File: src/rtl/rv_id_ex_stage.sv
// Decode-to-execute stage: operand forwarding, load-use hazard detection and a
// single-entry valid/ready register feeding rv_alu, plus a stall-cycle counter.
package rv_alu_pkg;
  typedef enum logic [3:0] {
    OP_ADD  = 4'd0,
    OP_SUB  = 4'd1,
    OP_XOR  = 4'd2,
    OP_OR   = 4'd3,
    OP_AND  = 4'd4,
    OP_SLL  = 4'd5,
    OP_SRL  = 4'd6,
    OP_SRA  = 4'd7,
    OP_SLT  = 4'd8,
    OP_SLTU = 4'd9
  } alu_operations_e;
endpackage

module rv_id_ex_stage
  import rv_alu_pkg::*;
#(
  parameter int unsigned XLEN  = 32,
  parameter int unsigned CNT_W = 16
) (
  input  logic              clk_i,
  input  logic              rst_ni,
  input  logic              flush_i,
  input  logic              valid_i,
  output logic              ready_o,
  input  alu_operations_e   alu_ctrl_i,
  input  logic [4:0]        rs1_addr_i,
  input  logic [4:0]        rs2_addr_i,
  input  logic              rs1_used_i,
  input  logic              rs2_used_i,
  input  logic [XLEN-1:0]   rs1_data_i,
  input  logic [XLEN-1:0]   rs2_data_i,
  input  logic [XLEN-1:0]   imm_i,
  input  logic              use_imm_i,
  input  logic [4:0]        rd_addr_i,
  input  logic              reg_write_i,
  input  logic [4:0]        ex_mem_rd_i,
  input  logic              ex_mem_reg_write_i,
  input  logic              ex_mem_is_load_i,
  input  logic [XLEN-1:0]   ex_mem_result_i,
  input  logic [4:0]        mem_wb_rd_i,
  input  logic              mem_wb_reg_write_i,
  input  logic [XLEN-1:0]   mem_wb_result_i,
  output logic              valid_o,
  input  logic              ready_i,
  output alu_operations_e   alu_ctrl_o,
  output logic [XLEN-1:0]   operand_a_o,
  output logic [XLEN-1:0]   operand_b_o,
  output logic [XLEN-1:0]   store_data_o,
  output logic [4:0]        rd_addr_o,
  output logic              reg_write_o,
  output logic [CNT_W-1:0]  stall_cnt_o
);

  logic            ex_fwd_ok;
  logic            wb_fwd_ok;
  logic            ex_rs1_hit;
  logic            ex_rs2_hit;
  logic            wb_rs1_hit;
  logic            wb_rs2_hit;
  logic [XLEN-1:0] rs1_fwd;
  logic [XLEN-1:0] rs2_fwd;
  logic [XLEN-1:0] op_b;
  logic            hz;
  logic            in_xfer;
  logic            out_xfer;

  // x0 is excluded once here so every per-source match below inherits it.
  assign ex_fwd_ok  = ex_mem_reg_write_i && (ex_mem_rd_i != 5'd0);
  assign wb_fwd_ok  = mem_wb_reg_write_i && (mem_wb_rd_i != 5'd0);
  assign ex_rs1_hit = ex_fwd_ok && (ex_mem_rd_i == rs1_addr_i);
  assign ex_rs2_hit = ex_fwd_ok && (ex_mem_rd_i == rs2_addr_i);
  assign wb_rs1_hit = wb_fwd_ok && (mem_wb_rd_i == rs1_addr_i);
  assign wb_rs2_hit = wb_fwd_ok && (mem_wb_rd_i == rs2_addr_i);

  always_comb begin
    rs1_fwd = rs1_data_i;
    if (ex_rs1_hit && !ex_mem_is_load_i) begin
      rs1_fwd = ex_mem_result_i;
    end else if (wb_rs1_hit) begin
      rs1_fwd = mem_wb_result_i;
    end
  end

  always_comb begin
    rs2_fwd = rs2_data_i;
    if (ex_rs2_hit && !ex_mem_is_load_i) begin
      rs2_fwd = ex_mem_result_i;
    end else if (wb_rs2_hit) begin
      rs2_fwd = mem_wb_result_i;
    end
  end

  assign op_b = use_imm_i ? imm_i : rs2_fwd;

  assign hz = valid_i && ex_mem_is_load_i && ex_fwd_ok &&
              ((rs1_used_i && ex_rs1_hit) || (rs2_used_i && ex_rs2_hit));

  assign ready_o  = (!valid_o || ready_i) && !hz;
  assign in_xfer  = valid_i && ready_o;
  assign out_xfer = valid_o && ready_i;

  // Flush only clears valid; data may still load since it is don't-care then.
  always_ff @(posedge clk_i or negedge rst_ni) begin
    if (!rst_ni) begin
      valid_o <= 1'b0;
    end else if (flush_i) begin
      valid_o <= 1'b0;
    end else if (in_xfer) begin
      valid_o <= 1'b1;
    end else if (out_xfer) begin
      valid_o <= 1'b0;
    end
  end

  always_ff @(posedge clk_i or negedge rst_ni) begin
    if (!rst_ni) begin
      alu_ctrl_o   <= OP_ADD;
      operand_a_o  <= '0;
      operand_b_o  <= '0;
      store_data_o <= '0;
      rd_addr_o    <= '0;
      reg_write_o  <= 1'b0;
    end else if (in_xfer) begin
      alu_ctrl_o   <= alu_ctrl_i;
      operand_a_o  <= rs1_fwd;
      operand_b_o  <= op_b;
      store_data_o <= rs2_fwd;
      rd_addr_o    <= rd_addr_i;
      reg_write_o  <= reg_write_i;
    end
  end

  always_ff @(posedge clk_i or negedge rst_ni) begin
    if (!rst_ni) begin
      stall_cnt_o <= '0;
    end else if (hz && !flush_i && (stall_cnt_o != '1)) begin
      stall_cnt_o <= stall_cnt_o + CNT_W'(1);
    end
  end

endmodule

File: config.mk
export PLATFORM = sky130hd
export DESIGN_NAME = rv_id_ex_stage
export DESIGN_NICKNAME = d
export VERILOG_FILES = /design/src/rtl/rv_id_ex_stage.sv
export SDC_FILE = /design/constraint.sdc
export NUM_CORES = 1
export LEC_CHECK = 0
export ABC_AREA = 1
export BUFFER_PORTS_ARGS = -buffer_cell sky130_fd_sc_hd__buf_2
export CAP_MARGIN = 0
export CELL_PAD_IN_SITES_DETAIL_PLACEMENT = 0
export CELL_PAD_IN_SITES_GLOBAL_PLACEMENT = 1
export CORE_MARGIN = 4
export CORE_UTILIZATION = 30
export CTS_CLUSTER_SIZE = 28
export DETAILED_ROUTE_END_ITERATION = 8
export PLACE_DENSITY = 0.87
export SLEW_MARGIN = 20
export SYNTH_ARGS = -nofsm -noshare
export SYNTH_HDL_FRONTEND = slang
export SYNTH_SLANG_ARGS = --single-unit
File: constraint.sdc
create_clock -name clk_i -period 1.9 [get_ports clk_i]
set_clock_uncertainty 0.2 [all_clocks]
set_input_delay 0 -clock clk_i [delete_from_list [all_inputs] [get_ports clk_i]]
set_output_delay 0 -clock clk_i [all_outputs]
set_load 0.01 [all_outputs]
==> key figures, run 1 <==
Worst setup path
  – Startpoint Class: register
  – RR Endpoint: stall_cnt_o[14]
  – CP max stage delay: around 400 ps
  – Worst path cell trace: ha_4, nand3_4, nor2_4, nand3_4, nor3_4, buf_6, nor2_4, clkbuf_16, nand2_2, nand2_1
  – Worst Reg-to-Reg Cells: 10
  – CP Data Required Time: roughly 2000 ps
  – Max FO, Critical Path: 8
  – Buf+Inv Stages, Crit Path: 2
  – Reg2reg start: stall_cnt_o[0]
  – WS Path Type: reg -> reg
  – Critical path's top delay family: simple AND/OR/NAND/NOR gates
  – Flop-to-flop setup slack: about 17 ps
  – Crit end category: register
  – WP data arrival: slightly below 2000 ps
  – Crit-path slowest cell: dfrtp_1

Job
  – Max-Cap Viols: 0

Global route
  – Vias in the first global route: roughly 10,000
  – Largest net degree at the start of global routing: 65
  – Initial antenna violation count: 3
  – Global Route Usage Sum: 23.89%
  – First-pass GRT wire length: 53,560 um
  – Gr ovfl total: 0

Route
  – DRT Pass-1 Iters: 6
  – DRC: 0
  – WL/cell: ~18 um
  – Antenna-violating nets left: 0
  – Initial DRC Count: between 800 and 900
  – Total vias in the final route: roughly 10,000
  – Final WL: around 36,000 um
  – Via/cell ratio: a little under 5

Status
  – Failing checks: negative hold slack
  – Run status: complete, but fails checks

Finish
  – Nets: 1,873
  – Non-filler instance count after layout: ~2,000
  – Area Growth Syn to Fin: 72.95%
  – Fillers: between 2,000 and 2,500
  – Design Area, Final: around 13,000 sq um
  – Layout cells sized above 1: about 29%

Synthesis
  – Commonest cells in the netlist: 530 x nand2_1, 138 x nand3_1, 123 x dfrtp_1
  – Syn Std Cell Area: approximately 7600 sq um
  – Post-synth EDFFs: 0
  – Yosys top cell area share: around two fifths
  – Syn Nets: between 1,000 and 1,500
  – Most numerous cell in the Yosys netlist: nand2_1
  – Yosys warnings: 0
  – #FFs+latches synth: approximately 120
  – Ys async rst share: between 90% and 100%
  – Avg Synthesized Cell Area: 6.794 sq um
  – Cell taking the most area after synthesis: dfrtp_1
  – Syn Inst Count: between 1,000 and 1,500
  – Most common flop cell mapped by yosys: dfrtp_1
  – Sequential-to-total area share from yosys stat: between 40 and 50%
  – Synth top area cells: dfrtp_1 41%, nand2_1 26%, nand3_1 9.1%
  – Unique cell type count in the Yosys netlist: 26

STA
  – Worst slew pin tran: between 500 and 600 ps
  – Hold slack: -75.08 ps
  – Unrepaired setup endpoints after global routing: true
  – F_max: 531.2 MHz
  – Final setup vio count: 0
  – Max-Slew Margin vs Limit: between 60% and 70%
  – Final worst setup slack: between 15 and 20 ps
  – Final hold vios: 3
  – Final period utilization: 99.09%
  – Fin. max-slew vios: 0
  – Final worst path period need: 1883 ps

Floorplan
  – Die H: ~170 um
  – Row count: 57
  – Top Ports: 325
  – Starting Density: between 30 and 40%
  – Die Footprint: approximately 28,000 sq um
  – Die Wd: between 150 and 200 um
  – Core area: roughly 25,000 sq um

Hold path
  – Min-delay src: mem_wb_result_i[5]
  – WHS Endpoint: operand_b_o[5]
  – WHS Path Cells: 7
  – HP Class: in -> reg

Clock network
  – CTS Root Cell: clkbuf_16
  – Worst-Skew Late Latency: around 400 ps
  – Clock tree buffer depth: 2
  – CTS tree: done
  – H-tree levels: 4
  – CTS buffer count: 17
  – Clock slew seen by the registers of the worst setup and hold paths: about 70 ps
  – CTS sink cnt: 123

Placement
  – Final Wtd Congestion: roughly 0.96
  – Placed instance area: ~9800 sq um
  – Port Buf Inserts: approximately 320
  – DP Worst Slack: -41.08 ps
  – DP Wirelength: between 20,000 and 25,000 um
  – Placed cells: 1,740

Pwr
  – P_leak: a little over 7 nW
  – Total power: roughly 8.5 mW
  – Peak VDD IR: ~0.46 mV
  – Pwr per Cell Area: about 650 nW/um^2
worst max-delay path by stage:
| stage | startpoint | depth (start not counted) | slack (ps) | end |
|---|---|---|---|---|
| after floorplan | stall_cnt_o[0] | 10 | 30 | stall_cnt_o[12] |
| after global placement | stall_cnt_o[0] | 8 | 60 | stall_cnt_o[9] |
| after detailed placement | stall_cnt_o[0] | 8 | -40 | stall_cnt_o[7] |
| after CTS | ex_mem_rd_i[3] | 15 | 40 | operand_b_o[26] |
| after global routing | ex_mem_rd_i[3] | 15 | -100 | operand_b_o[9] |
| final | stall_cnt_o[0] | 10 | 20 | stall_cnt_o[14] |
logic make-up (layout without fill, tap and decap cells):
group	Yosys count	after routing	synth area share (%)
compound gates	65	65	4.298
other cells	0	2	0
simple gates	744	744	41.87
buf+inv	154	724	9.869
flops	123	123	40.67
fa+ha+maj	1	1	0.1653
xor+xnor	27	27	3.125
registers in the layout, indices dropped and copies added (netlist names):
register      count
alu_ctrl_o        4
valid_o           1
operand_a_o      32
operand_b_o      32
store_data_o     32
stall_cnt_o      16
reg_write_o       1
rd_addr_o         5
per-stage QoR:
step	setup TNS, ps	utilization (%)
floorplan	0	-
global placement	0	39.78
detailed placement	-178.5	39.78
CTS	0	51.26
global route	-1548	53.34
finish	0	53.36
layout by cell type, fill, tap and decap left out, types with 19 or more instances in the layout:
master | netlist | final
buf_12 | 0 | 19
buf_2 | 18 | 322
buf_4 | 5 | 25
clkbuf_16 | 0 | 22
dfrtp_1 | 123 | 121
dlygate4sd3_1 | 0 | 219
inv_1 | 91 | 89
nand2_1 | 530 | 509
nand2_2 | 3 | 21
nand3_1 | 138 | 116
nand3_2 | 2 | 19
nand3b_1 | 34 | 34
o21ai_0 | 33 | 32
o21ai_1 | 31 | 32
xor2_1 | 19 | 19
routing by layer:
| metal | routed length [um] | GRT usage (%) | vias to the layer above |
|---|---|---|---|
| met1 | 14300 | 29.76 | 4592 |
| li1 | - | - | 4609 |
| met2 | 16590 | 39.63 | 612 |
| met4 | 1503 | 10.78 | 6 |
| met5 | 28 | 0 | - |
| met3 | 3128 | 5.333 | 114 |
layout make-up:
class | count | area, sq um | area share (%)
clock inverter | 14 | 131.4 | 1.004
inverter | 92 | 345.3 | 2.638
timing repair buffer | 600 | 4613 | 35.24
antenna | 2 | 5.005 | 0.03823
multi-input combinational | 837 | 4070 | 31.09
tap | 324 | 405.4 | 3.097
sequential | 123 | 3080 | 23.53
clock buffer | 18 | 439.2 | 3.355
worst reg2reg max path: stages, from the launching register on:
cell and delay, ps:
dfrtp_1 400, ha_4 170, nand3_4 90, nor2_4 150, nand3_4 100, nor3_4 220
buf_6 130, nor2_4 40, clkbuf_16 180, nand2_2 60, nand2_1 50
report_power, final:
group          switching [mW]  internal (mW)  total, mW  leakage (nW)
clock                    1.43           1.76       3.19         0.271
sequential              0.170           2.91       3.08          1.54
combinational            1.18           1.04       2.23          5.42
total                    2.79           5.71       8.50          7.23
what timing repair did:
item | CTS | global route
cloned | 0 | 6
setup endpoints to repair | 16 | 54
resized for setup | 1 | 77
pin swaps | 0 | 17
buffers inserted | 0 | 9
hold endpoints to repair | 246 | 1
hold buffers | 224 | 2
(Power assumes the default switching activity.)
==> inputs of run 2 (changes only) <==
Settings changed: ABC_AREA 1 to unset, CORE_UTILIZATION 30 to 31, PLACE_DENSITY 0.87 to 0.85.
==> run 2 against run 1 <==
Net effect:
- the flow finishes with violations (negative setup slack)
- combinational power grew 4%
- fmax fell by 2.5%
- cell area is 3.5% lower
- register-to-register slack about the same
- clock-buffer cell count stayed put
- critical path depth decreased by 1
- setup slack lost 47 ps
- first-iteration DRC count fell by 44%
- die area is 9.4% lower
- sequential share of layout area up 0.83 points
- largest cell class unchanged
- highest routed layer unchanged
- sequential power is 2% higher
- clock power increased by 2%
==> key figures, run 2 <==
Worst setup path
  – Startpoint Class: input port (was register)
  – Worst Reg-to-Reg Cells: 7 (was 10)
  – Crit end category: register (unchanged)
  – Reg2reg start: stall_cnt_o[0] (unchanged)
  – RR Endpoint: stall_cnt_o[4] (was stall_cnt_o[14])
  – WP data arrival: 2020 ps (was 1990 ps)
  – Flop-to-flop setup slack: 10 ps (was 20 ps)
  – Max FO, Critical Path: 11 (was 8)
  – Worst path cell trace: buf_6, or4_4, o211ai_1, nor3_2, o21a_2, nor2_8, buf_12, buf_4, mux2_2 (was ha_4, nand3_4, nor2_4, nand3_4, nor3_4, buf_6, nor2_4, clkbuf_16, nand2_2, nand2_1)
  – CP max stage delay: 530 ps (was 400 ps)
  – Crit-path slowest cell: or4_4 (was dfrtp_1)
  – CP Data Required Time: 1990 ps (was 2010 ps)
  – WS Path Type: in -> reg (was reg -> reg)

Clock network
  – Clock slew seen by the registers of the worst setup and hold paths: 60 ps (was 70 ps)
  – CTS buffer count: 17 (unchanged)
  – Worst-Skew Late Latency: 420 ps (was 410 ps)
  – CTS tree: done (unchanged)
  – Clock tree buffer depth: 2 (unchanged)
  – CTS Root Cell: clkbuf_16 (unchanged)
  – CTS sink cnt: 123 (unchanged)
  – H-tree levels: 4 (unchanged)

Synthesis
  – Most numerous cell in the Yosys netlist: dfrtp_1 (was nand2_1)
  – Syn Nets: 914 (was 1,316)
  – Syn Std Cell Area: 7052 sq um (was 7569 sq um)
  – Yosys top cell area share: 43.65% (was 40.67%)
  – #FFs+latches synth: 123 (unchanged)
  – Cell taking the most area after synthesis: dfrtp_1 (unchanged)
  – Unique cell type count in the Yosys netlist: 43 (was 26)
  – Post-synth EDFFs: 0 (unchanged)
  – Most common flop cell mapped by yosys: dfrtp_1 (unchanged)
  – Commonest cells in the netlist: 123 x dfrtp_1, 103 x nand2_1, 68 x nor2_1 (was 530 x nand2_1, 138 x nand3_1, 123 x dfrtp_1)
  – Ys async rst share: 100.0% (unchanged)
  – Yosys warnings: 0 (unchanged)
  – Synth top area cells: dfrtp_1 44%, mux2_2 11%, nand2_1 5.5% (was dfrtp_1 41%, nand2_1 26%, nand3_1 9.1%)
  – Syn Inst Count: 712 (was 1,114)
  – Avg Synthesized Cell Area: 9.904 sq um (was 6.794 sq um)
  – Sequential-to-total area share from yosys stat: 43.65% (was 40.67%)

Route
  – Total vias in the final route: 8,201 (was 9,933)
  – DRT Pass-1 Iters: 5 (was 6)
  – Antenna-violating nets left: 0 (unchanged)
  – Final WL: 30,730 um (was 35,550 um)
  – Via/cell ratio: 5.214 (was 4.942)
  – WL/cell: 19.54 um (was 17.69 um)
  – DRC: 0 (unchanged)
  – Initial DRC Count: 492 (was 874)

Pwr
  – Total power: 8.678 mW (was 8.499 mW)
  – Clock group share of total power: 37.3% (was 37.6%)
  – P_leak: 5.973 nW (was 7.228 nW)
  – Pint: 6.097 mW (was 5.711 mW)
  – Flop pwr share: 36.1% (was 36.2%)
  – Switching fraction of total power: 29.74% (was 32.81%)
  – Part of the power in combinational logic: 26.6% (was 26.2%)
  – Pwr per Cell Area: 686.8 nW/um^2 (was 649.3 nW/um^2)
  – Switch Pwr: 2.581 mW (was 2.788 mW)
  – Peak VDD IR: 0.4932 mV (was 0.4645 mV)

Placement
  – DP Worst Slack: -514.6 ps (was -41.08 ps)
  – DP Wirelength: 19,150 um (was 22,480 um)
  – Final Wtd Congestion: 0.8252 (was 0.9573)
  – Placed instance area: 9661 sq um (was 9759 sq um)
  – Port Buf Inserts: 324 (unchanged)

STA
  – F_max: 518.1 MHz (was 531.2 MHz)
  – Final worst path period need: 1930 ps (was 1883 ps)
  – Final worst setup slack: -30.10 ps (was 17.30 ps)
  – Worst slew pin tran: 442.1 ps (was 517.1 ps)
  – Fin. max-slew vios: 0 (unchanged)
  – Max-Slew Margin vs Limit: 70.52% (was 65.52%)
  – Final setup vio count: 20 (was 0)
  – Final hold vios: 0 (was 3)
  – Final period utilization: 101.6% (was 99.09%)
  – Unrepaired setup endpoints after global routing: true (unchanged)

Finish
  – Area Growth Syn to Fin: 79.17% (was 72.95%)
  – Finished Core Util: 57.19% (was 53.36%)
  – Nets: 1,480 (was 1,873)
  – Fillers: 1,842 (was 2,272)
  – Most common cell after layout, fill and taps aside: buf_2 (was nand2_1)
  – Most frequent cells in the layout: 320 x buf_2, 174 x dlygate4sd3_1, 123 x dfrtp_1 (was 509 x nand2_1, 322 x buf_2, 219 x dlygate4sd3_1)
  – Layout cells sized above 1: 45.47% (was 28.56%)
  – Largest registers: operand_a_o: 32 flops, operand_b_o: 32 flops, store_data_o: 32 flops (unchanged)
  – Design Area, Final: 12,630 sq um (was 13,090 sq um)

Floorplan
  – Die Wd: 158.8 um (was 166.8 um)
  – Starting Density: 31.92% (was 30.85%)
  – Top Ports: 325 (unchanged)
  – Core area: 22,090 sq um (was 24,530 sq um)
  – Die Footprint: 25,230 sq um (was 27,830 sq um)
  – Die H: 158.8 um (was 166.8 um)
  – Row count: 54 (was 57)

Global route
  – Gr ovfl total: 0 (unchanged)
  – Vias in the first global route: 8,767 (was 10,230)
  – First-pass GRT wire length: 45,710 um (was 53,560 um)
  – Initial antenna violation count: 4 (was 3)
  – Largest net degree at the start of global routing: 62 (was 65)
  – Global Route Usage Sum: 22.15% (was 23.89%)

Hold path
  – WHS Path Cells: 4 (was 7)
  – Min-delay src: valid_i (was mem_wb_result_i[5])
  – WHS Endpoint: operand_b_o[15] (was operand_b_o[5])
  – HP Class: in -> reg (unchanged)

Status
  – Failing checks: negative setup slack (was negative hold slack)
  – Run status: complete, but fails checks (unchanged)

Job
  – Max-Cap Viols: 0 (unchanged)
run 2: changes by cell type after synthesis, moves of 33 or more:
cell / delta
nand2_1: -427
nand3b_1: -34
o21ai_0: -33
inv_1: -88
nor2_1: +50
mux2_2: +67
nand3_1: -95
run 2: what timing repair did:
item / CTS / global route
setup endpoints to repair: 20 / 112
resized for setup: 9 / 81
hold endpoints to repair: 239 / 0
hold buffers: 174 / 0
pin swaps: 2 / 30
setup buffers: 1 / 7
gates cloned: 0 / 8
run 2: layout make-up:
| cell class | instances | area [sq um] | area share [%] |
|---|---|---|---|
| repair buffers | 606 | 4533 | 35.88 |
| clock inverters | 14 | 137.6 | 1.089 |
| diodes | 2 | 5.005 | 0.03961 |
| well taps | 280 | 350.3 | 2.773 |
| inverters | 3 | 11.26 | 0.08913 |
| multi-input cells | 527 | 4080 | 32.29 |
| flip-flops and latches | 123 | 3078 | 24.36 |
| clock buffers | 18 | 439.2 | 3.476 |
run 2: logic make-up after synthesis:
| logic type | Yosys count | synth area share, % |
|---|---|---|
| AO/OA/AOI/OAI | 136 | 14.58 |
| XOR/XNOR | 33 | 4.099 |
| adder cells (fa/ha/maj) | 1 | 0.1774 |
| buffers and inverters | 62 | 5.057 |
| flip-flops | 123 | 43.65 |
| multiplexers | 108 | 16.68 |
| AND/OR/NAND/NOR | 249 | 15.76 |
run 2: worst max path at each step:
stage | startpoint | to | slack, ps | cells past startpoint
after global placement | ex_mem_rd_i[1] | stall_cnt_o[1] | -440 | 8
after detailed placement | ex_mem_rd_i[1] | stall_cnt_o[1] | -510 | 9
after floorplan | ex_mem_rd_i[1] | operand_a_o[0] | -180 | 8
final | ex_mem_rd_i[1] | operand_a_o[29] | -30 | 9
after CTS | ex_mem_rd_i[2] | operand_a_o[6] | -50 | 8
after global routing | ex_mem_rd_i[1] | store_data_o[20] | -110 | 9
run 2: through the flow:
stage	instances	hold slack (ps)	TNS, ps
floorplan	712	-495.6	-14960
global placement	1349	-349.7	-44480
detailed placement	1349	-348.9	-47050
CTS	1556	21.24	-1170
global route	1573	58.85	-5778
finish	1573	50.02	-180.3
run 2: per-layer routing:
metal / global-route usage, % / vias up / part of all wire (%)
li1: - / 3755 / -
met1: 25.20 / 3961 / 39
met2: 38.49 / 386 / 50
met3: 6.506 / 95 / 6.8
met4: 10.22 / 4 / 3.8
met5: 0 / - / 0.068
run 2: power by group through the flow:
| stage | Combinational, mW | Clock, mW | Sequential (mW) |
|---|---|---|---|
| final | 2.31 | 3.24 | 3.14 |
| after global routing | 2.47 | 3.41 | 3.17 |
| after CTS | 2.09 | 3.31 | 3.12 |
| after detailed placement | 1.80 | 0 | 3.16 |
| after global placement | 1.78 | 0 | 3.15 |
| after floorplan | 0.717 | 0 | 3.31 |
run 2: critical path: cells and delay by family:
kind / cells / cell delay, ps
and+or+nand+nor: 3 / 750
AOI/OAI and AO/OA: 2 / 520
muxes: 1 / 340
buffers and inverters: 3 / 400
==> inputs of run 3 (changes only) <==
Settings changed: GPL_TIMING_DRIVEN set to 0, SETUP_SLACK_MARGIN set to 0.1.
==> run 3 against run 2 <==
Net effect:
- the run still ends with negative setup slack left
- clock power increased by 6.5%
- wire length is 11% higher
- via count grew 1.9%
- critical path type unchanged
==> key figures, run 3 (synthesis results as in run 2) <==
Pwr
  – Switch Pwr: 2.609 mW (was 2.581 mW)
  – Pwr per Cell Area: 702.1 nW/um^2 (was 686.8 nW/um^2)
  – Pint: 6.368 mW (was 6.097 mW)
  – Peak VDD IR: 0.5206 mV (was 0.4932 mV)
  – Switching fraction of total power: 29.06% (was 29.74%)
  – Flop pwr share: 34.9% (was 36.1%)
  – Part of the power in combinational logic: 26.7% (was 26.6%)
  – P_leak: 6.020 nW (was 5.973 nW)
  – Clock group share of total power: 38.5% (was 37.3%)

Status
  – Failing checks: negative setup slack (unchanged)
  – Run status: complete, but fails checks (unchanged)

Floorplan
  – Top Ports: 325 (unchanged)
  – Die H: 158.8 um (unchanged)
  – Die Wd: 158.8 um (unchanged)
  – Starting Density: 31.92% (unchanged)
  – Die Footprint: 25,230 sq um (unchanged)
  – Core area: 22,090 sq um (unchanged)
  – Row count: 54 (unchanged)

Finish
  – Layout cells sized above 1: 44.27% (was 45.47%)
  – Multi-input logic area: 4173 sq um (was 4080 sq um)
  – Design Area, Final: 12,780 sq um (was 12,630 sq um)
  – Area Growth Syn to Fin: 81.30% (was 79.17%)
  – Most frequent cells in the layout: 323 x buf_2, 174 x dlygate4sd3_1, 122 x dfrtp_1 (was 320 x buf_2, 174 x dlygate4sd3_1, 123 x dfrtp_1)
  – Finished Core Util: 57.87% (was 57.19%)
  – Fillers: 1,811 (was 1,842)
  – Nets: 1,472 (was 1,480)
  – Most common cell after layout, fill and taps aside: buf_2 (unchanged)
  – Diode count: 0 (was 2)
  – Largest registers: operand_a_o: 32 flops, operand_b_o: 32 flops, store_data_o: 32 flops (unchanged)
  – Register Area: 3079 sq um (was 3078 sq um)

Route
  – DRT Pass-1 Iters: 5 (unchanged)
  – Final WL: 34,060 um (was 30,730 um)
  – DRC: 0 (unchanged)
  – Antenna-violating nets left: 0 (unchanged)
  – Initial DRC Count: 516 (was 492)
  – WL/cell: 21.79 um (was 19.54 um)
  – Via/cell ratio: 5.344 (was 5.214)
  – Total vias in the final route: 8,353 (was 8,201)

STA
  – Final worst path period need: 1994 ps (was 1930 ps)
  – Final period utilization: 105.0% (was 101.6%)
  – Final worst setup slack: -94.26 ps (was -30.10 ps)
  – F_max: 501.4 MHz (was 518.1 MHz)
  – Final hold vios: 0 (unchanged)
  – Worst slew pin tran: 805.1 ps (was 442.1 ps)
  – Max-Slew Margin vs Limit: 46.33% (was 70.52%)
  – Hold slack: 63.96 ps (was 50.02 ps)
  – Unrepaired setup endpoints after global routing: true (unchanged)
  – Fin. max-slew vios: 0 (unchanged)
  – Final setup vio count: 97 (was 20)

Global route
  – Gr ovfl total: 0 (unchanged)
  – Largest net degree at the start of global routing: 67 (was 62)
  – Global Route Usage Sum: 25.55% (was 22.15%)
  – Vias in the first global route: 8,970 (was 8,767)
  – First-pass GRT wire length: 51,230 um (was 45,710 um)
  – Initial antenna violation count: 1 (was 4)

Placement
  – Port Buf Inserts: 322 (was 324)
  – Placed instance area: 9214 sq um (was 9661 sq um)
  – DP Wirelength: 21,440 um (was 19,150 um)
  – Final Wtd Congestion: 0.8396 (was 0.8252)

Clock network
  – Clock slew seen by the registers of the worst setup and hold paths: 70 ps (was 60 ps)
  – CTS tree: done (unchanged)
  – Worst-Skew Late Latency: 410 ps (was 420 ps)
  – Clock tree buffer depth: 2 (unchanged)
  – H-tree levels: 4 (unchanged)
  – CTS buffer count: 17 (unchanged)
  – CTS Root Cell: clkbuf_16 (unchanged)
  – CTS sink cnt: 123 (unchanged)

Job
  – Max-Cap Viols: 0 (unchanged)

Worst setup path
  – Startpoint Class: input port (unchanged)
  – Flop-to-flop setup slack: -50 ps (was 10 ps)
  – CP Data Required Time: 1990 ps (about the same)
  – Crit end category: register (unchanged)
  – Max FO, Critical Path: 10 (was 11)
  – WP data arrival: 2080 ps (was 2020 ps)
  – WS Path Type: in -> reg (unchanged)

Hold path
  – HP Class: in -> reg (unchanged)
==> run 3: stage by stage <==
| step | setup TNS, ps | power (mW) | std cells | worst slack, ps |
|---|---|---|---|---|
| 2_1_floorplan | -14860 | 4.027 | 712 | -184.8 |
| 3_3_place_gp | -214650 | 4.863 | 1314 | -1353 |
| 3_5_place_dp | -70320 | 4.913 | 1315 | -837.9 |
| 4_1_cts | -4732 | 8.910 | 1550 | -88.64 |
| 5_1_grt | -15190 | 9.332 | 1563 | -174.1 |
| 6_report | -5674 | 8.977 | 1563 | -94.26 |
==> run 3: final cells by class <==
cell class | count | area share, %
clock inverter | 15 | 1.468
clock buffer | 17 | 3.327
buffer | 59 | 4.756
timing repair buffer | 539 | 30.90
inverter | 3 | 0.08808
tap | 280 | 2.740
sequential | 123 | 24.08
multi-input combinational | 527 | 32.64
==> run 3: worst paths after layout <==
path	startpoint	end	cells past startpoint
worst max-delay path	ex_mem_rd_i[1]	store_data_o[5]	10
worst min-delay path	ready_i	operand_b_o[21]	5
worst max register to register	valid_o	store_data_o[5]	7
worst min register to register	operand_b_o[11]	operand_b_o[11]	1
max in group asynchronous	rst_ni	operand_b_o[4]	4
min in group asynchronous	rst_ni	stall_cnt_o[12]	3
==> run 3: power groups by stage <==
stage	registers [mW]	logic (mW)	clock network [mW]
CTS	3.12	2.29	3.51
detailed placement	3.16	1.76	0
floorplan	3.31	0.717	0
global route	3.16	2.54	3.63
global placement	3.14	1.72	0
finish	3.13	2.40	3.45
==> run 3: routing by layer <==
layer  GRT usage (%)  wire, um  vias up
met2           44.75     16980      461
met3           6.169      2488       98
met1           30.67     13400     4045
met5               0        13        -
li1                -         -     3747
met4           9.191      1185        2
==> run 3: critical path, stage by stage <==
cell	delay (ps)
buf_8	100
or4_4	540
o211ai_1	260
nor3_2	90
o21a_1	180
buf_6	140
nor2_8	120
buf_8	170
buf_12	160
mux2_4	310
==> run 3: repair_timing <==
action | in CTS | in global routing
pin swaps | 22 | 35
setup buffers | 24 | 12
setup endpoints to repair | 123 | 124
hold endpoints to repair | 239 | 0
gates resized for setup | 141 | 51
gates cloned | 5 | 4
hold buffers | 174 | 0
